File: config.mk
export PLATFORM = sky130hd
export DESIGN_NAME = uart_rx_os
export DESIGN_NICKNAME = d
export VERILOG_FILES = /design/src/rtl/uart_pkg.sv /design/src/rtl/uart_os_tick.sv /design/src/rtl/uart_rx_os.sv
export SDC_FILE = /design/constraint.sdc
export NUM_CORES = 1
export LEC_CHECK = 0
export CORE_ASPECT_RATIO = 1.5
export CORE_UTILIZATION = 60
export CTS_BUF_LIST = sky130_fd_sc_hd__clkbuf_4 sky130_fd_sc_hd__clkbuf_8
export DETAILED_ROUTE_END_ITERATION = 16
export GPL_TIMING_DRIVEN = 0
export PLACE_DENSITY = 0.83
export SETUP_SLACK_MARGIN = 0.1
export SYNTH_ARGS = -nofsm -noshare
export SYNTH_HDL_FRONTEND = slang
export SYNTH_SLANG_ARGS = --single-unit
File: constraint.sdc
create_clock -name clk -period 4.7 [get_ports clk]
set_input_delay 0.94 -clock clk [delete_from_list [all_inputs] [get_ports clk]]
set_output_delay 0.94 -clock clk [all_outputs]
set_load 0.05 [all_outputs]
File: src/rtl/uart_pkg.sv
// uart_pkg: receiver state type, oversampling ratio and tick divisor helper
package uart_pkg;
    localparam int OVERSAMPLE = 16;
    typedef enum logic [1:0] {IDLE, START, DATA, STOP} rx_state_t;
    function automatic int calc_div(input int clk_freq, input int baud_rate);
        return (clk_freq / (baud_rate * OVERSAMPLE) < 1) ? 1 : clk_freq / (baud_rate * OVERSAMPLE);
    endfunction
endpackage

File: src/rtl/uart_os_tick.sv
// uart_os_tick: one-clk oversample tick every DIV clocks, counter held at 0 while en=0
module uart_os_tick #(
    parameter int DIV = 1
) (
    input  logic clk,
    input  logic rst,
    input  logic en,
    output logic os_tick
);
    localparam int W = (DIV > 1) ? $clog2(DIV) : 1;
    logic [W-1:0] cnt;
    assign os_tick = en && (cnt == W'(DIV - 1));
    always_ff @(posedge clk or negedge rst) begin
        if (!rst) cnt <= '0;
        else if (!en || os_tick) cnt <= '0;
        else cnt <= cnt + 1'b1;
    end
endmodule

File: src/rtl/uart_rx_os.sv
// uart_rx_os: 16x oversampled 8N1 UART receiver with valid/ready output, framing and overrun pulses
import uart_pkg::*;
module uart_rx_os #(
    parameter int clk_freq  = 1000000,
    parameter int baud_rate = 9600
) (
    input  logic       clk,
    input  logic       rst,
    input  logic       rx,
    output logic [7:0] rxdata,
    output logic       rx_valid,
    input  logic       rx_ready,
    output logic       frame_err,
    output logic       overrun
);
    localparam int DIV = calc_div(clk_freq, baud_rate);
    rx_state_t state, state_n;
    logic       rx_m, rx_s, rx_p, os_tick, deliver, deliver_n, frame_err_n;
    logic [3:0] sample_cnt, sample_cnt_n;
    logic [2:0] bit_cnt, bit_cnt_n;
    logic [7:0] sh, sh_n;
    uart_os_tick #(.DIV(DIV)) u_tick (
        .clk(clk), .rst(rst), .en(state != IDLE), .os_tick(os_tick)
    );
    always_comb begin
        state_n      = state;
        sample_cnt_n = sample_cnt;
        bit_cnt_n    = bit_cnt;
        sh_n         = sh;
        frame_err_n  = 1'b0;
        deliver_n    = 1'b0;
        case (state)
            IDLE: if (rx_p && !rx_s) begin
                state_n      = START;
                sample_cnt_n = '0;
            end
            START: if (os_tick) begin
                sample_cnt_n = sample_cnt + 4'd1;
                if (sample_cnt == 4'(OVERSAMPLE / 2 - 1)) begin
                    sample_cnt_n = '0;
                    bit_cnt_n    = '0;
                    state_n      = rx_s ? IDLE : DATA;
                end
            end
            DATA: if (os_tick) begin
                sample_cnt_n = sample_cnt + 4'd1;
                if (sample_cnt == 4'(OVERSAMPLE - 1)) begin
                    sh_n      = {rx_s, sh[7:1]};
                    bit_cnt_n = bit_cnt + 3'd1;
                    state_n   = (bit_cnt == 3'd7) ? STOP : DATA;
                end
            end
            STOP: if (os_tick) begin
                sample_cnt_n = sample_cnt + 4'd1;
                if (sample_cnt == 4'(OVERSAMPLE - 1)) begin
                    state_n     = IDLE;
                    frame_err_n = !rx_s;
                    deliver_n   = rx_s;
                end
            end
        endcase
    end
    always_ff @(posedge clk or negedge rst) begin
        if (!rst) begin
            state      <= IDLE;
            sample_cnt <= '0;
            bit_cnt    <= '0;
            sh         <= '0;
            rx_m       <= 1'b1;
            rx_s       <= 1'b1;
            rx_p       <= 1'b1;
            deliver    <= 1'b0;
        end else begin
            state      <= state_n;
            sample_cnt <= sample_cnt_n;
            bit_cnt    <= bit_cnt_n;
            sh         <= sh_n;
            rx_m       <= rx;
            rx_s       <= rx_m;
            rx_p       <= rx_s;
            deliver    <= deliver_n;
        end
    end
    // a delivery wins over a same-edge consume; a blocked delivery keeps the old byte
    always_ff @(posedge clk or negedge rst) begin
        if (!rst) begin
            rxdata    <= 8'h00;
            rx_valid  <= 1'b0;
            frame_err <= 1'b0;
            overrun   <= 1'b0;
        end else begin
            frame_err <= frame_err_n;
            overrun   <= deliver && rx_valid && !rx_ready;
            if (deliver && (!rx_valid || rx_ready)) begin
                rxdata   <= sh;
                rx_valid <= 1'b1;
            end else if (rx_ready) begin
                rx_valid <= 1'b0;
            end
        end
    end
endmodule

# == Yosys cells after proc, flatten, opt, wreduce, memory -nomap -nowiden ==
# Cells that the tools add are included.
# op_classes
addsub,3
n_mul,0
n_div,0
order_cmp,0
eq_ne,15
shifts,0
muxes,29
bitwise,0
reduce_logical,20
# op_table
op,count
$mux W2,8
$mux W4,4
$mux W3,5
$pmux W4 S3,1
$mux W1,9
$ne A2 B1 Y1 const B,4
$ne A2 B2 Y1 const B,4
$pmux W2 S4,1
$reduce_and A7 Y1,1
$add A3 B1 Y3 const B,2
$eq A3 B3 Y1 const B,2
$pmux W3 S2,1
$reduce_and A3 Y1,2
$reduce_bool A2 Y1,3
$logic_and A1 B1 Y1,5
$reduce_and A5 Y1,1
$add A4 B1 Y4 const B,1
$eq A2 B2 Y1 const B,2
$eq A4 B3 Y1 const B,1
$eq A4 B4 Y1 const B,1
$logic_not A1 Y1,4
$eq A2 B1 Y1 const B,1
$logic_not A2 Y1,1
$logic_or A1 B1 Y1,2
$reduce_or A2 Y1,1
# word_totals
register_bits,35
latch_bits,0
ramBits,0
rom_bits,0
inputBits,4
out_inout_bits,11
elab_cells,80
mem_count,0

# == Longest topological paths before layout ==
# Gate-level depths: netlist (run 1).
# depth
ltp_word,5
ltp_mapped,6
depth_no_buf,5

# == Modules after synthesis ==
# Synthesis (run 1) repeated with hierarchy kept, for this count alone.
# hier_totals
cells_unflattened,119
area_unflattened_um2,1496.4
# modules_own_cells
module,instances,cells_per_inst,area_each_um2,seq_area_each_um2
uart_rx_os,1,106,1341.3,804.5
uart_os_tick,1,13,155.1,75.1

# == Worst setup path before layout (run 1) ==
# No wires, ideal clock.
# synth_path
path_type,input port to flip-flop
start,in rx_ready
end,reg rxdata[0]
setup_ns,0.125
arrival_time_ns,1.680
t_required_ns,4.575
slack_ns,2.896
stages,3
path_buffers,0
path_cell_list,nand2b_1 nand2_1 mux2_2
# synth_between
elab_chain_len,2
# synth_lines
element,line_no,text
start: declaration,uart_rx_os.sv:12,"input logic rx_ready,"
$logic_or A1 B1 Y1,uart_rx_os.sv:94,if (deliver && (!rx_valid || rx_ready)) begin
$logic_and A1 B1 Y1,uart_rx_os.sv:94,
end signal: assignment,uart_rx_os.sv:95,rxdata <= sh;
end: declaration,uart_rx_os.sv:10,"output logic [7:0] rxdata,"
# No other way between the ends.
# A chain may end at the register's enable or synchronous reset.

# == Final worst setup path (run 1) ==
# layout_path
start,reg rxdata[0]
end,out rxdata[0]
# No word-level cell between the ends.

==> results.md, run 1 <==
- Die width: 42.7 µm
- Yosys cell types: 33
- Most frequent cells in the layout: 32 x dfrtp_1, 16 x mux2_2, 13 x clkdlybuf4s50_1
- Cell Rows: 21
- Tcrit/Tclk final: 52.2%
- Slew Limit Headroom: 51.0%
- Slowest-stage cell, CP: clkdlybuf4s50_1
- Hold crit path type: reg2reg
- Final Setup Violations: 0
- Worst setup SP type: register
- Fin Setup TNS: 0 ns
- Clock Latency Late Sink: 0.33 ns
- Critical path required time: 3.76 ns
- Synth warnings: 0
- Residual DRC: 0
- I/O Pins: 15
- CP Class: reg2out
- Area occupied by registers: 880 µm²
- Dpl ws: 2.37 ns
- Final WL: 2.48 mm
- Share of layout cells above drive strength 1: 26.3%
- Htree depth: 2
- Resize count post-CTS: 0
- Maximum clock rate: 407 MHz
- Clk sinks: 35
- Post-synthesis cell count: 115
- Arrival time worst endpoint: 1.52 ns
- DR iter-0 viols: 24
- Largest net degree at the start of global routing: 36
- Crit Path Max Fanout: 2
- Static Leakage: 0.796 nW
- Crit path cell chain: clkdlybuf4s50_1
- Max Slew Vio Count: 0
- Sequential share of the synthesized area: 59.1%
- DP HPWL: 1.76 mm
- GRT Overall Usage: 23.0%
- Worst-Margin Slew: 0.734 ns
- Unrepaired setup endpoints after global routing: no
- First-pass GRT wire length: 4.42 mm
- Critical path's top delay family: buffers and inverters
- Vias in the first global route: 1042
- Nets: 145
- Hold-fix buffers at CTS: 0
- TritonCTS Buffers: 5
- Maximum clock path buffer count: 2
- Routability cong.: 0.910
- Antenna Nets Post-Route: 0
- Final hold violations: 0
- Synth Cell Area: 1490 µm²
- Core Area: 2290 µm²
- Root buffer cell: clkbuf_4
- Die Ht: 63.0 µm
- Worst clock skew: 0.00710 ns
- Multi-input logic area: 561 µm²
- Area Growth Syn to Fin: 14.9%
- Crit. End Element: primary output
- Wire length per cell: 15.5 µm
- Via count: 988
- Drt via density: 6.18
- Outcome: completed
- Peak supply drop: 0.277 mV
- Postcts setup bufs: 0
- Yosys reg bits: 35
- Max-Cap Viols: 0
- CP Buf/Inv Count: 1
- Largest stage delay, worst path: 0.81 ns
- DIE AREA: 2690 µm²
- IO Port Bufs: 14
- Net Count, Synth: 124
- Initial Utilization: 65.1%
- Syn avg cell area: 12.9 µm²
- Minimum clock period: 2.46 ns
- Final Non-Filler Cells: 160
- Filler cell count: 140
- Diodes inserted: 0
- Power Dens Cells: 350 nW/µm²
- Clock transition at the registers of the reported paths: 0.10 ns
- DP Cell Count: 152
- Final worst slack: 2.24 ns
- CTS tree: done
- Most common cell after layout, fill and taps aside: dfrtp_1
- Total gr overflow: 0
- Initial DRT Pass Iterations: 4
- Antenna violations before repair: 0
## metrics by stage
stage	hold WS [ns]	area (µm²)	utilization (%)	power, W
2_1_floorplan	0.345	1490	-	0.000415
3_3_place_gp	0.346	1660	72.5	0.000436
3_5_place_dp	0.347	1650	72.3	0.000443
4_1_cts	0.360	1710	74.8	0.000605
5_1_grt	0.363	1710	74.8	0.000634
6_report	0.355	1710	74.8	0.000598
## final timing paths
check / from / to / slack (ns) / cells past startpoint
max: rxdata[0] / rxdata[0] / 2.24 / 1
max in group asynchronous: rst / rxdata[2] / 3.58 / 1
min in group asynchronous: rst / u_tick.cnt[2] / 0.66 / 1
max reg2reg: u_tick.cnt[1] / sh[6] / 2.76 / 5
min: rx_m / rx_s / 0.35 / 0
min reg2reg: rx_m / rx_s / 0.35 / 0
## cell usage after synthesis
| cell type | number | area (µm²) |
|---|---|---|
| o21ai_0 | 4 | 20.0 |
| and2_2 | 2 | 15.0 |
| a31oi_1 | 2 | 12.5 |
| o31ai_1 | 1 | 7.51 |
| xor2_1 | 1 | 8.76 |
| a211oi_1 | 4 | 30.0 |
| mux2_2 | 16 | 180 |
| or2_2 | 1 | 6.26 |
| nor2_2 | 1 | 6.26 |
| mux2i_1 | 1 | 10.0 |
| dfrtp_1 | 32 | 801 |
| o211ai_1 | 2 | 15.0 |
| clkbuf_1 | 1 | 3.75 |
| nand3b_1 | 1 | 7.51 |
| buf_6 | 1 | 11.3 |
| ha_1 | 5 | 62.6 |
| nand2_1 | 4 | 15.0 |
| o2bb2ai_1 | 2 | 17.5 |
| nor3_1 | 2 | 10.0 |
| inv_1 | 5 | 18.8 |
| nand3_1 | 3 | 15.0 |
| buf_4 | 2 | 15.0 |
| o21bai_1 | 1 | 7.51 |
| a21oi_1 | 3 | 15.0 |
| or4b_4 | 1 | 13.8 |
| nand4_1 | 2 | 12.5 |
| nand2b_1 | 1 | 6.26 |
| and4_1 | 1 | 8.76 |
| nor2_1 | 6 | 22.5 |
| dfstp_2 | 3 | 78.8 |
| a21o_1 | 1 | 7.51 |
| a221oi_1 | 2 | 17.5 |
| a221o_1 | 1 | 10.0 |
## metal layers
| metal | vias to the layer above | wire length (µm) | track usage, % |
|---|---|---|---|
| met2 | 25 | 1270 | 36.2 |
| met4 | 0 | 102 | 14.8 |
| li1 | 459 | - | - |
| met5 | - | 0 | 0 |
| met3 | 10 | 110 | 8.67 |
| met1 | 494 | 999 | 25.2 |
## area by class of cell
cell class / instances / area share (%)
flip-flops and latches: 35 / 51.4
multi-input cells: 71 / 32.8
repair buffers: 14 / 7.90
clock buffers: 7 / 3.07
plain buffers: 4 / 1.76
well taps: 23 / 1.68
inverters: 5 / 1.10
clock inverters: 1 / 0.293
## kinds of logic (layout without fill, tap and decap cells)
kind of cell	count (synthesis)	count (layout)	share of synthesized area, %
flip-flops	35	35	59.1
AND/OR/NAND/NOR	25	25	9.33
AO/OA/AOI/OAI	23	23	10.8
multiplexers	17	17	12.8
buffers and inverters	9	31	3.28
adder cells (fa/ha/maj)	5	5	4.20
XOR/XNOR	1	1	0.588
## sequential cells by signal (all words and copies together), names as in the netlist, named ones only
register,flops
rx_valid,1
u_tick.cnt,3
rxdata,8
rx_m,1
rx_s,1
sh,8
state,1
overrun,1
bit_cnt,3
deliver,1
rx_p,1
sample_cnt,4
frame_err,1
## power breakdown
group	internal (W)	leakage (nW)	switching (W)	total (W)
Clock	0.0000698	0.0361	0.0000916	0.000161
Combinational	0.0000394	0.291	0.0000506	0.0000900
Sequential	0.000325	0.468	0.0000214	0.000347
Note: power is estimated with default switching activity, not from simulation.
==> run 2, diff against run 1 <==
CORE_UTILIZATION = 52   (was 60)
PLACE_DENSITY = 0.77   (was 0.83)
clock period = 2.1 ns   (was 4.7 ns; I/O delays follow)
==> run 2 against run 1 <==
  * Flip-flop and latch count is the same
  * Largest cell class unchanged
  * Die area grew 15%
  * Sequential share of layout area shrank 2.0 points
  * Final area grew 4.0%
  * Non-clock buffer count grew 2
  * Power grew 140%
  * Clock-buffer cell count shrank 2
==> results.md, run 2 (synthesized netlist as in run 1, its figures left out) <==
- I/O Pins: 15 (unchanged)
- Final WL: 2.62 mm (+5.4%)
- Cell Rows: 23 (+9.5%)
- Critical path's top delay family: buffers and inverters
- Sw frac: 28.2% (+0.85 points)
- Htree depth: 2 (unchanged)
- Share of layout cells above drive strength 1: 27.3% (+1.1 points)
- Initial Utilization: 55.0% (-10 points)
- DP Cell Count: 166 (+9.2%)
- Critical Path Start: rxdata[6]
- Antenna violations before repair: 0 (unchanged)
- Slew Limit Headroom: 49.6% (-1.5 points)
- CTS tree: done
- Largest regs: rxdata (8), sh (8), sample_cnt (4)
- Power Dens Cells: 820 nW/µm² (+130%)
- Internal Dissipation: 0.00105 W (+140%)
- Crit. End Element: primary output
- Hold-fix buffers at CTS: 0 (unchanged)
- Unrepaired setup endpoints after global routing: no
- Core Area: 2710 µm² (+18%)
- Clk sinks: 35 (unchanged)
- Most frequent cells in the layout: 32 x dfrtp_1, 16 x mux2_2, 13 x clkdlybuf4s50_1
- TritonCTS Buffers: 5 (unchanged)
- Final Setup Violations: 0 (unchanged)
- Routability cong.: 0.710 (-22%)
- Total gr overflow: 0 (unchanged)
- Static Leakage: 0.811 nW (+1.9%)
- Hold crit path type: in2async
- Antenna Nets Post-Route: 0 (unchanged)
- Critical path required time: 1.68 ns (-2.08 ns)
- Clk network pwr share: 32.8% (+5.8 points)
- Final worst slack: 0.200 ns (-2.05 ns)
- Via count: 975 (-1.3%)
- DP HPWL: 1.69 mm (-3.8%)
- CP Buf/Inv Count: 1 (unchanged)
- Diodes inserted: 0 (unchanged)
- Dpl ws: 0.176 ns (-2.19 ns)
- Power after layout: 0.00146 W (+140%)
- CP Class: reg2out
- Root buffer cell: clkbuf_8
- Outcome: completed
- Sw power: 0.000412 W (+150%)
- Largest net degree at the start of global routing: 36 (unchanged)
- Maximum clock rate: 526 MHz
- Max-Cap Viols: 0 (unchanged)
- Arrival time worst endpoint: 1.48 ns (-0.04 ns)
- Worst setup SP type: register
- Wire length per cell: 14.9 µm (-4.2%)
- Area Growth Syn to Fin: 19.5%
- Worst-Margin Slew: 0.757 ns (+0.0222 ns)
- DIE AREA: 3090 µm² (+15%)
- Maximum clock path buffer count: 2 (unchanged)
- Critical path destination: rxdata[6]
- Reg2reg path depth: 6 (+1)
- Vias in the first global route: 889 (-15%)
- Largest stage delay, worst path: 0.81 ns (about the same)
- Minimum clock period: 1.90 ns
- Comb pwr share: 13.9% (-1.2 points)
- DR iter-0 viols: 12 (-50%)
- Residual DRC: 0 (unchanged)
- First-pass GRT wire length: 4.06 mm (-8.3%)
- Critical path depth: 1 (unchanged)
- Reg power frac: 53.2% (-4.8 points)
- GRT Overall Usage: 19.7% (-3.3 points)
- IO Port Bufs: 14 (unchanged)
- Worst reg-to-reg setup slack: 0.24 ns (-2.52 ns)
- RR Endpoint: sh[4]
- Clock Latency Late Sink: 0.29 ns (-0.04 ns)
- Max Slew Vio Count: 0 (unchanged)
- Final Non-Filler Cells: 176 (+10%)
- Slowest-stage cell, CP: clkdlybuf4s50_1
- Most common cell after layout, fill and taps aside: dfrtp_1
- Tcrit/Tclk final: 90.5%
- Peak supply drop: 0.717 mV (+160%)
- Nets: 147 (+1.4%)
- Die width: 45.7 µm (+7.1%)
- Filler cell count: 229 (+64%)
- Post-DP Area: 1670 µm² (+1.1%)
- Die Ht: 67.5 µm (+7.2%)
- Crit Path Max Fanout: 2 (unchanged)
- Worst r2r src: u_tick.cnt[1]
- Crit path cell chain: clkdlybuf4s50_1
- Drt via density: 5.54 (-10%)
- Final instance area: 1780 µm² (+4.0%)
- Final hold violations: 0 (unchanged)
- Initial DRT Pass Iterations: 4 (unchanged)
- Worst clock skew: 0.00905 ns (+0.00195 ns)
- Clock transition at the registers of the reported paths: 0.07 ns (-0.03 ns)
[run 2: cell type report]
type	count	area, µm²	area share, %
Tap cell	37	46.3	2.60
Sequential cell	35	880	49.4
Clock buffer	5	68.8	3.87
Timing Repair Buffer	16	150	8.44
Buffer	4	30.0	1.69
Inverter	5	18.8	1.05
Multi-Input combinational cell	71	566	31.8
Clock inverter	3	20.0	1.13
[run 2: routing by layer]
layer  GRT usage (%)  wire length [µm]  up-vias
met4            11.4                67        0
met2            31.1              1350       17
li1                -                 -      463
met5               0                 0        -
met1            22.3              1110      488
met3            7.22                94        7
[run 2: stage by stage]
step / util, % / TNS (ns) / hold slack, ns
after floorplan: - / 0 / 0.124
after global placement: 61.9 / -0.903 / 0.347
after detailed placement: 61.7 / 0 / 0.349
after CTS: 65.0 / 0 / 0.214
after global routing: 65.8 / 0 / 0.253
final: 65.8 / 0 / 0.190
[run 2: power by group through the flow]
stage / Sequential [W] / Combinational [W] / Clock [W]
2_1_floorplan: 0.000776 / 0.000152 / 0
3_3_place_gp: 0.000783 / 0.000191 / 0
3_5_place_dp: 0.000787 / 0.000203 / 0
4_1_cts: 0.000776 / 0.000206 / 0.000487
5_1_grt: 0.000781 / 0.000234 / 0.000511
6_report: 0.000776 / 0.000203 / 0.000479
[run 2: worst min-delay path by stage]
| stage | startpoint | to | slack, ns | cells after the start |
|---|---|---|---|---|
| floorplan | rst | asynchronous set/reset pin | 0.12 | 0 |
| global placement | rx_m | rx_s | 0.35 | 0 |
| detailed placement | rx_m | rx_s | 0.35 | 0 |
| CTS | rst | u_tick.cnt[2] | 0.21 | 1 |
| global route | rst | u_tick.cnt[2] | 0.25 | 1 |
| finish | rst | u_tick.cnt[2] | 0.19 | 1 |
[run 2: timing repair]
action,4_1_cts,5_1_grt
gates resized for setup,0,1
endpoints found under the setup margin,0,8
setup buffers,0,2
